--- config.mk ---
export PLATFORM = sky130hd
export DESIGN_NAME = bc_param_ctrl
export DESIGN_NICKNAME = d
export VERILOG_FILES = /design/src/rtl/bc_param_pkg.sv /design/src/rtl/key_debounce.sv /design/src/rtl/bc_param_ctrl.sv
export SDC_FILE = /design/constraint.sdc
export NUM_CORES = 1
export LEC_CHECK = 0
export ABC_AREA = 1
export CORE_MARGIN = 2
export CORE_UTILIZATION = 40
export CTS_BUF_LIST = sky130_fd_sc_hd__clkbuf_8
export DETAILED_ROUTE_END_ITERATION = 8
export PLACE_DENSITY = 0.68
export SLEW_MARGIN = 20
export SYNTH_ARGS = -nofsm -noshare
export SYNTH_HDL_FRONTEND = slang
export SYNTH_SLANG_ARGS = --single-unit
--- constraint.sdc ---
create_clock -name Pclk -period 3.95 [get_ports Pclk]
set_input_delay 0.79 -clock Pclk [delete_from_list [all_inputs] [get_ports Pclk]]
set_output_delay 0.79 -clock Pclk [all_outputs]
set_load 0.05 [all_outputs]
--- src/rtl/bc_param_pkg.sv ---
// Shared constants and the saturating step helper for the contrast/brightness parameter controller.
package bc_param_pkg;

   localparam logic [7:0] NEUTRAL        = 8'd128;
   localparam int         DEF_STEP       = 8;
   localparam int         DEF_DEB_CYCLES = 1_000_000;

   // Next shadow value; 9-bit intermediates expose the carry/borrow for clamping.
   function automatic logic [7:0] sat_step(input logic [7:0] val,
                                           input logic       up,
                                           input logic       dn,
                                           input logic [7:0] step);
      logic [8:0] sum;
      logic [8:0] diff;
      logic [7:0] res;
      sum  = {1'b0, val} + {1'b0, step};
      diff = {1'b0, val} - {1'b0, step};
      res  = val;
      if (up && dn) begin
         res = NEUTRAL;
      end else if (up) begin
         res = sum[8] ? 8'hFF : sum[7:0];
      end else if (dn) begin
         res = diff[8] ? 8'h00 : diff[7:0];
      end
      return res;
   endfunction

endpackage

--- src/rtl/key_debounce.sv ---
// One push-button input: 2-flop synchronizer, saturating debounce counter,
// stable state and a one-cycle press pulse on each accepted 0->1 change.
module key_debounce
   import bc_param_pkg::*;
#(
   parameter int DEB_CYCLES = DEF_DEB_CYCLES
) (
   input  logic clk_i,
   input  logic rst_i,
   input  logic key_i,
   output logic press_o
);

   localparam int             CW   = (DEB_CYCLES > 1) ? $clog2(DEB_CYCLES + 1) : 1;
   localparam logic [CW-1:0]  CMAX = CW'(DEB_CYCLES - 1);

   logic          sync1_q, sync2_q;
   logic [1:0]    fill_q;
   logic          arm_q, arm_d;
   logic          stable_q, stable_d;
   logic [CW-1:0] cnt_q, cnt_d;
   logic          press_q, press_d;

   always_comb begin
      stable_d = stable_q;
      cnt_d    = cnt_q;
      if (sync2_q == stable_q) begin
         cnt_d = '0;
      end else if (cnt_q >= CMAX) begin
         stable_d = ~stable_q;
         cnt_d    = '0;
      end else begin
         cnt_d = cnt_q + CW'(1);
      end
      // A key still held from before reset must be seen released before it can press.
      arm_d   = arm_q | (fill_q[1] & ~sync2_q);
      press_d = stable_d & ~stable_q & arm_q;
   end

   always_ff @(posedge clk_i) begin
      if (rst_i) begin
         sync1_q  <= 1'b0;
         sync2_q  <= 1'b0;
         fill_q   <= 2'b00;
         arm_q    <= 1'b0;
         stable_q <= 1'b0;
         cnt_q    <= '0;
         press_q  <= 1'b0;
      end else begin
         sync1_q  <= key_i;
         sync2_q  <= sync1_q;
         fill_q   <= {fill_q[0], 1'b1};
         arm_q    <= arm_d;
         stable_q <= stable_d;
         cnt_q    <= cnt_d;
         press_q  <= press_d;
      end
   end

   assign press_o = press_q;

endmodule

--- src/rtl/bc_param_ctrl.sv ---
// Frame-synchronous CONTRAST/BRIGHT controller driven by four debounced keys.
// Macro BC_FRAME_SYNC_EN: defined = apply shadows at Vsync edges; undefined = shadows drive outputs directly.
module bc_param_ctrl
   import bc_param_pkg::*;
#(
   parameter int DEB_CYCLES = DEF_DEB_CYCLES,
   parameter int STEP       = DEF_STEP,
   parameter bit VS_POL     = 1'b1
) (
   input  logic       Pclk,
   input  logic       Rst,
   input  logic       Vsync,
   input  logic       key_con_up,
   input  logic       key_con_dn,
   input  logic       key_bri_up,
   input  logic       key_bri_dn,
   output logic [7:0] CONTRAST,
   output logic [7:0] BRIGHT,
   output logic       CONTRAST_SIG,
   output logic       BRIGHT_SIG
);

   localparam logic [7:0] STEP8 = 8'(STEP);

   logic       con_up_w, con_dn_w, bri_up_w, bri_dn_w;
   logic [7:0] con_sh_q, con_sh_d;
   logic [7:0] bri_sh_q, bri_sh_d;
   logic       con_sig_q, bri_sig_q;

   key_debounce #(.DEB_CYCLES(DEB_CYCLES)) u_con_up (
      .clk_i(Pclk), .rst_i(Rst), .key_i(key_con_up), .press_o(con_up_w));
   key_debounce #(.DEB_CYCLES(DEB_CYCLES)) u_con_dn (
      .clk_i(Pclk), .rst_i(Rst), .key_i(key_con_dn), .press_o(con_dn_w));
   key_debounce #(.DEB_CYCLES(DEB_CYCLES)) u_bri_up (
      .clk_i(Pclk), .rst_i(Rst), .key_i(key_bri_up), .press_o(bri_up_w));
   key_debounce #(.DEB_CYCLES(DEB_CYCLES)) u_bri_dn (
      .clk_i(Pclk), .rst_i(Rst), .key_i(key_bri_dn), .press_o(bri_dn_w));

   always_comb begin
      con_sh_d = sat_step(con_sh_q, con_up_w, con_dn_w, STEP8);
      bri_sh_d = sat_step(bri_sh_q, bri_up_w, bri_dn_w, STEP8);
   end

   always_ff @(posedge Pclk) begin
      if (Rst) begin
         con_sh_q <= NEUTRAL;
         bri_sh_q <= NEUTRAL;
      end else begin
         con_sh_q <= con_sh_d;
         bri_sh_q <= bri_sh_d;
      end
   end

`ifdef BC_FRAME_SYNC_EN
   logic       vs_q, vs_qq;
   logic       frame_w;
   logic [7:0] con_out_q, bri_out_q;

   assign frame_w = VS_POL ? (vs_q & ~vs_qq) : (~vs_q & vs_qq);

   // The outputs take the shadow as it was before this cycle's press, if any.
   always_ff @(posedge Pclk) begin
      if (Rst) begin
         vs_q      <= 1'b0;
         vs_qq     <= 1'b0;
         con_out_q <= NEUTRAL;
         bri_out_q <= NEUTRAL;
         con_sig_q <= 1'b0;
         bri_sig_q <= 1'b0;
      end else begin
         vs_q  <= Vsync;
         vs_qq <= vs_q;
         if (frame_w) begin
            con_out_q <= con_sh_q;
            bri_out_q <= bri_sh_q;
            con_sig_q <= (con_sh_q != NEUTRAL);
            bri_sig_q <= (bri_sh_q != NEUTRAL);
         end
      end
   end

   assign CONTRAST = con_out_q;
   assign BRIGHT   = bri_out_q;
`else
   logic unused_vsync;
   assign unused_vsync = Vsync ^ VS_POL;

   always_ff @(posedge Pclk) begin
      if (Rst) begin
         con_sig_q <= 1'b0;
         bri_sig_q <= 1'b0;
      end else begin
         con_sig_q <= (con_sh_d != NEUTRAL);
         bri_sig_q <= (bri_sh_d != NEUTRAL);
      end
   end

   assign CONTRAST = con_sh_q;
   assign BRIGHT   = bri_sh_q;
`endif

   assign CONTRAST_SIG = con_sig_q;
   assign BRIGHT_SIG   = bri_sig_q;

endmodule

### Word-level counts from Yosys, hierarchy flattened

Index checks and enable logic that the tools add are counted.

* register bits after elaboration: 126
* input port bits: 7
* output and inout port bits: 18
* logic and storage cells: 106

* add/sub/neg operators: 8
* magnitude comparators: 4
* bitwise gates (word level): 24
* equal/unequal tests: 6
* reduce and logical (&&, ||, !) cells: 6
* mux-type cells: 22

Operators by type and width (number)
* 20-bit by 1-bit adder with 20-bit output (second input constant): 4
* 20-bit >= comparator (second input constant): 4
* 8-bit 2-to-1 mux: 10
* 8-bit by 4-bit adder with 9-bit output (second input constant): 2
* 8-bit by 4-bit subtractor with 9-bit output (second input constant): 2
* 8-bit != test (second input constant): 2
* 1-bit AND: 12
* 1-bit 2-to-1 mux: 12
* 3-bit OR reduction: 4
* 1-bit inverter: 8
* 1-bit equality test: 4
* 1-bit bitwise OR: 4
* 1-bit logical AND: 2

### Longest topological paths before layout

* depth in word-level cells: 6
* gate-level depth with buffers: 13
* gate-level depth less buffers: 13

### Hierarchy

From an unflattened synthesis, not the netlist that was laid out.

* cell total of the unflattened synthesis: 906
* area total of the unflattened synthesis: 6283.5 um^2

Modules (own cells, without submodules)
* key_debounce: instances 4, area each 1260.0 um^2, sequential area each 540.5 um^2, cells each 177
* bc_param_ctrl: instances 1, area each 1243.7 um^2, sequential area each 360.3 um^2, cells each 198

### Least setup slack after synthesis

No wires, ideal clock.

* kind: register to register
* start point: reg con_sh_q[3], in the netlist CONTRAST[3]
* end point: reg con_sig_q, in the netlist CONTRAST_SIG
* data required time: 3.836 ns
* period minus slack after synthesis: 1.821 ns
* arrival time: 1.708 ns
* path buffers: 0
* slack: 2.129 ns
* cell stages (with the launch flop): 13
* setup time: 0.114 ns
* path through: dfxtp_1 inv_1 ha_1 nand2_1 inv_1 nand4_1 nand2_1 nor2_1 nor2_1 nor2_1 nand3_1 nand2_1 nand2_1

* cells in the longest elaborated chain, start to end: 6
* elaborated cells on any way between the ends: 8
* classes of those cells: add/sub (2); eq/ne (1); mux (5)

Ends and longest elaborated chain
* start, declared: line bc_param_ctrl.sv:26 `logic [7:0] con_sh_q, con_sh_d;`
* start signal, assigned: line bc_param_ctrl.sv:49 `con_sh_q <= con_sh_d;`
* 8-bit by 4-bit subtractor with 9-bit output: line bc_param_pkg.sv:17 `diff = {1'b0, val} - {1'b0, step};`
* 8-bit 2-to-1 mux: line bc_param_pkg.sv:24 `res = diff[8] ? 8'h00 : diff[7:0];`
* 8-bit 2-to-1 mux: line bc_param_pkg.sv:23 `end else if (dn) begin`
* 8-bit 2-to-1 mux (*): line bc_param_pkg.sv:21 `end else if (up) begin`
* 8-bit 2-to-1 mux (*): line bc_param_pkg.sv:19 `if (up && dn) begin`
* 8-bit != test (*): line bc_param_ctrl.sv:93 `con_sig_q <= (con_sh_d != NEUTRAL);`
* end signal, assigned: line bc_param_ctrl.sv:93
* end, declared: line bc_param_ctrl.sv:28 `logic con_sig_q, bri_sig_q;`

Mark *: on every way between the ends. The rest lies on a longest branch, timed or not.
A chain may end at the register's enable or synchronous reset.

### Final worst setup path

* start point: reg bri_sh_q[3], in the netlist BRIGHT[3]
* end point: out BRIGHT[3]

RTL lines
* start, declared: line bc_param_ctrl.sv:27 `logic [7:0] bri_sh_q, bri_sh_d;`
* start signal, assigned: line bc_param_ctrl.sv:50 `bri_sh_q <= bri_sh_d;`
* end, declared: line bc_param_ctrl.sv:18 `output logic [7:0] BRIGHT,`

No word-level cell between the ends.

==> impl_results.html <==
<table>
<tr><th>Metric</th><th>Value</th></tr>
<tr><th colspan="2">Outcome</th></tr>
<tr><td>Result of the run</td><td>finished, final reports clean</td></tr>
<tr><th colspan="2">Clock network</th></tr>
<tr><td>Post-CTS Setup Inserts</td><td>0</td></tr>
<tr><td>Clock tree from TritonCTS</td><td>built</td></tr>
<tr><td>Cts bufs inserted</td><td>17</td></tr>
<tr><td>Number of gates resized after CTS</td><td>0</td></tr>
<tr><td>Root Buffer Master</td><td>sky130_fd_sc_hd__clkbuf_8</td></tr>
<tr><td>Worst-path clk slew</td><td>0.07 ns</td></tr>
<tr><td>H-Tree Level Count</td><td>4</td></tr>
<tr><td>Clk buf depth</td><td>2</td></tr>
<tr><td>Clock tree sinks</td><td>120</td></tr>
<tr><td>Post-cts hold buffer count</td><td>0</td></tr>
<tr><td>Worst skew pair latency</td><td>0.43 ns</td></tr>
<tr><th colspan="2">Die</th></tr>
<tr><td>Vert. Die Dim</td><td>124.3 um</td></tr>
<tr><td>Floorplan core area</td><td>13990 sq um</td></tr>
<tr><td>Starting density of the core</td><td>0.4137</td></tr>
<tr><td>Die X-Extent</td><td>124.3 um</td></tr>
<tr><td>Cell Rows</td><td>43</td></tr>
<tr><td>Total die area</td><td>15450 sq um</td></tr>
<tr><td>Boundary pin count</td><td>25</td></tr>
<tr><th colspan="2">Pwr</th></tr>
<tr><td>Worst IR drop on VDD</td><td>0.0002138 V</td></tr>
<tr><td>Leakage power of the design</td><td>2.416 nW</td></tr>
<tr><td>Power density over cell area</td><td>350.3 nW/um^2</td></tr>
<tr><th colspan="2">Drt</th></tr>
<tr><td>Detailed-route wire length</td><td>10760 um</td></tr>
<tr><td>Number of vias after detailed routing</td><td>4902</td></tr>
<tr><td>Initial DRC Count</td><td>305</td></tr>
<tr><td>Uppermost layer routed</td><td>met4</td></tr>
<tr><td>Routed wirelength normalized by instance count</td><td>10.41 um</td></tr>
<tr><td>Routed length on met1</td><td>5376 um</td></tr>
<tr><td>DRC</td><td>0</td></tr>
<tr><td>Routed wire length on met2</td><td>4931 um</td></tr>
<tr><td>Remaining number of nets flagged by the antenna check after routing</td><td>0</td></tr>
<tr><td>Detailed-routing iteration count for the pre-antenna-repair pass</td><td>6</td></tr>
<tr><td>Number of vias per cell after detailed routing</td><td>4.745</td></tr>
<tr><td>Met3 WL post-DR</td><td>360 um</td></tr>
<tr><th colspan="2">Critical path</th></tr>
<tr><td>Data arrival time at the worst-slack endpoint</td><td>1.82 ns</td></tr>
<tr><td>Number of buffers and inverters on the critical path</td><td>1</td></tr>
<tr><td>Type of the worst setup path</td><td>flip-flop to output pin</td></tr>
<tr><td>WP data required</td><td>3.16 ns</td></tr>
<tr><td>Critical Path Slowest Stage Cell</td><td>sky130_fd_sc_hd__clkdlybuf4s50_1</td></tr>
<tr><td>Kind of start point of the critical path</td><td>flip-flop</td></tr>
<tr><td>Critical Path, Cell by Cell</td><td>clkdlybuf4s50_1</td></tr>
<tr><td>Cell family contributing the most delay on the critical path</td><td>buffers and inverters</td></tr>
<tr><td>Largest fanout on the critical path</td><td>9</td></tr>
<tr><td>Endpoint kind of the worst setup timing path</td><td>output pin</td></tr>
<tr><td>Slowest Stage Delay on Critical Path</td><td>0.88 ns</td></tr>
<tr><th colspan="2">Place</th></tr>
<tr><td>Number of port buffers</td><td>23</td></tr>
<tr><td>Half-perimeter wire length of the detailed placement result</td><td>7603 um</td></tr>
<tr><td>Placer congestion estimate</td><td>0.8315</td></tr>
<tr><td>DP Cell Count</td><td>1001</td></tr>
<tr><th colspan="2">Timing</th></tr>
<tr><td>Setup repair after global routing missed its margin</td><td>no</td></tr>
<tr><td>Period utilization</td><td>0.6601</td></tr>
<tr><td>Max Freq</td><td>0.3835 GHz</td></tr>
<tr><td>Tightest Pin Transition</td><td>0.8540 ns</td></tr>
<tr><td>Largest clock skew in the final design</td><td>0.01268 ns</td></tr>
<tr><td>Min Clock Period, post-route</td><td>2.607 ns</td></tr>
<tr><td>Final count of negative-setup-slack endpoints</td><td>0</td></tr>
<tr><td>Max Slew Vio Count</td><td>0</td></tr>
<tr><td>Post-Route Setup TNS</td><td>0 ns</td></tr>
<tr><td>Worst slew slack as a fraction of its limit</td><td>0.4290</td></tr>
<tr><td>Final-report hold violation count</td><td>0</td></tr>
<tr><td>Hold slack</td><td>0.4031 ns</td></tr>
<tr><th colspan="2">Synth</th></tr>
<tr><td>Total standard cell area after synthesis</td><td>5787 sq um</td></tr>
<tr><td>Number of synthesized flops with an enable pin</td><td>0</td></tr>
<tr><td>Async set or reset register ratio after synthesis</td><td>0</td></tr>
<tr><td>Library cell with the largest summed area after synthesis</td><td>sky130_fd_sc_hd__dfxtp_1</td></tr>
<tr><td>Proportion of synthesized chip area in sequential cells</td><td>0.4151</td></tr>
<tr><td>Number of warnings issued by yosys</td><td>0</td></tr>
<tr><td>Distinct cell type count after synthesis</td><td>32</td></tr>
<tr><td>Synthesized area divided by synthesized cell count</td><td>7.109 sq um</td></tr>
<tr><td>Total nets after synthesis</td><td>829</td></tr>
<tr><td>Fraction of post-synthesis cell area in the top cell type by area</td><td>0.4151</td></tr>
<tr><td>Post-synthesis instance total</td><td>814</td></tr>
<tr><td>Main synth FF type</td><td>sky130_fd_sc_hd__dfxtp_1</td></tr>
<tr><td>Synth Register Bits</td><td>120</td></tr>
<tr><td>Dominant cells by area after synthesis</td><td>sky130_fd_sc_hd__dfxtp_1 (42%), sky130_fd_sc_hd__nor2_1 (10%), sky130_fd_sc_hd__nand2_1 (10%), sky130_fd_sc_hd__inv_1 (6.1%), sky130_fd_sc_hd__nand3_1 (4.7%)</td></tr>
<tr><th colspan="2">Global route</th></tr>
<tr><td>Global route total overflow</td><td>0</td></tr>
<tr><td>Largest net degree at the start of global routing</td><td>31</td></tr>
<tr><td>First-pass GRT wire length</td><td>19440 um</td></tr>
<tr><td>Vias in the first global route</td><td>4513</td></tr>
<tr><td>Total GRT Usage</td><td>0.1453</td></tr>
<tr><td>Initial antenna violation count</td><td>0</td></tr>
<tr><th colspan="2">Flow run</th></tr>
<tr><td># Max-Cap Violations</td><td>0</td></tr>
<tr><th colspan="2">Hold path</th></tr>
<tr><td>HP Class</td><td>flip-flop to flip-flop</td></tr>
<tr><th colspan="2">Final layout</th></tr>
<tr><td>FILL cells</td><td>1411</td></tr>
<tr><td>Post-route insts no fill</td><td>1033</td></tr>
<tr><td>Fraction of layout instances using a drive strength above 1</td><td>0.06565</td></tr>
<tr><td>Post-layout net count</td><td>855</td></tr>
<tr><td>Number of antenna diodes</td><td>0</td></tr>
<tr><td>Synth-to-Final Area Change</td><td>13.06%</td></tr>
</table>
cell type report:
class | instances | area, sq um | area share
clock inverter | 15 | 137.6 | 0.02104
timing repair buffer | 24 | 237.7 | 0.03634
tap | 180 | 225.2 | 0.03442
inverter | 95 | 356.6 | 0.05450
sequential | 120 | 2402 | 0.3672
multi-input combinational | 582 | 2949 | 0.4508
clock buffer | 17 | 234.0 | 0.03576
cell usage after synthesis (all sizes together), types with 6 or more instances:
| master | n |
|---|---|
| buf | 12 |
| ha | 8 |
| nand4 | 28 |
| inv | 95 |
| nor3b | 6 |
| nor3 | 22 |
| nand3b | 6 |
| xor2 | 30 |
| nand2 | 158 |
| xnor2 | 21 |
| or2 | 11 |
| dfxtp | 120 |
| nor2 | 164 |
| o21ai | 27 |
| nand3 | 56 |
| a21oi | 39 |
worst min-delay path: cells and delay by family, from the launching register on:
kind	cells	cell delay, ns
flops	1	0.30
simple gates	1	0.03
buf+inv	1	0.04
power by group:
| part | internal [W] | switching (W) | total [W] |
|---|---|---|---|
| logic | 0.0000111 | 0.0000211 | 0.0000321 |
| clock network | 0.000550 | 0.000487 | 0.00104 |
| registers | 0.00122 | 0.00000446 | 0.00122 |
| total | 0.00178 | 0.000512 | 0.00229 |
routing by layer:
| metal | vias up | GRT usage |
|---|---|---|
| met5 | - | 0 |
| met4 | 0 | 0.04362 |
| met3 | 9 | 0.03651 |
| li1 | 2647 | - |
| met1 | 2174 | 0.1882 |
| met2 | 72 | 0.2392 |
path summary, 6_finish.rpt:
check	from	end	slack (ns)	depth (start not counted)
setup / recovery	BRIGHT[3]	BRIGHT[3]	1.34	1
hold / removal	u_bri_dn.fill_q[0]	u_con_dn.fill_q[1]	0.40	2
setup reg to reg	u_con_dn.cnt_q[0]	u_con_dn.cnt_q[2]	1.88	6
hold reg to reg	u_bri_dn.fill_q[0]	u_con_dn.fill_q[1]	0.40	2
placed cells by master (no fill, tap or decap), types with 4 or more instances in the layout:
master                            instances
sky130_fd_sc_hd__clkdlybuf4s50_1         23
sky130_fd_sc_hd__a21oi_1                 39
sky130_fd_sc_hd__clkinv_2                 5
sky130_fd_sc_hd__nand4_1                 26
sky130_fd_sc_hd__inv_1                   97
sky130_fd_sc_hd__nand3b_1                 6
sky130_fd_sc_hd__ha_1                     8
sky130_fd_sc_hd__xnor2_1                 21
sky130_fd_sc_hd__dfxtp_1                120
sky130_fd_sc_hd__nor3_2                   4
sky130_fd_sc_hd__xor2_1                  30
sky130_fd_sc_hd__clkbuf_8                17
sky130_fd_sc_hd__nor2_1                 159
sky130_fd_sc_hd__nor3_1                  17
sky130_fd_sc_hd__o21ai_0                 26
sky130_fd_sc_hd__nand2_1                157
sky130_fd_sc_hd__or2_2                    9
sky130_fd_sc_hd__nor3b_1                  5
sky130_fd_sc_hd__nand3_1                 54
per-stage QoR:
| step | setup slack, ns | utilization | power [W] | area (sq um) |
|---|---|---|---|---|
| floorplan | 2.129 | - | 0.001272 | 5787 |
| global placement | 0.9774 | 0.4411 | 0.001283 | 6171 |
| detailed placement | 0.9758 | 0.4411 | 0.001284 | 6171 |
| CTS | 1.318 | 0.4677 | 0.002323 | 6543 |
| global route | 1.171 | 0.4677 | 0.002383 | 6543 |
| finish | 1.343 | 0.4677 | 0.002292 | 6543 |
cell families (layout without fill, tap and decap cells):
family,after synthesis,count (layout),share of synthesized area
adders and majority gates,8,8,0.01730
AOI/OAI and AO/OA,71,71,0.06313
xor gates and xnor gates,51,51,0.07719
buffers and inverters,112,151,0.07524
and+or+nand+nor,452,452,0.3520
DFF,120,120,0.4151
flip-flops by register name, indices dropped and copies added, names as in the netlist, 8 cells and up:
register / cells
u_bri_up.cnt_q: 20
BRIGHT: 8
u_bri_dn.cnt_q: 20
u_con_up.cnt_q: 20
u_con_dn.cnt_q: 20
CONTRAST: 8
(Power assumes the default switching activity.)
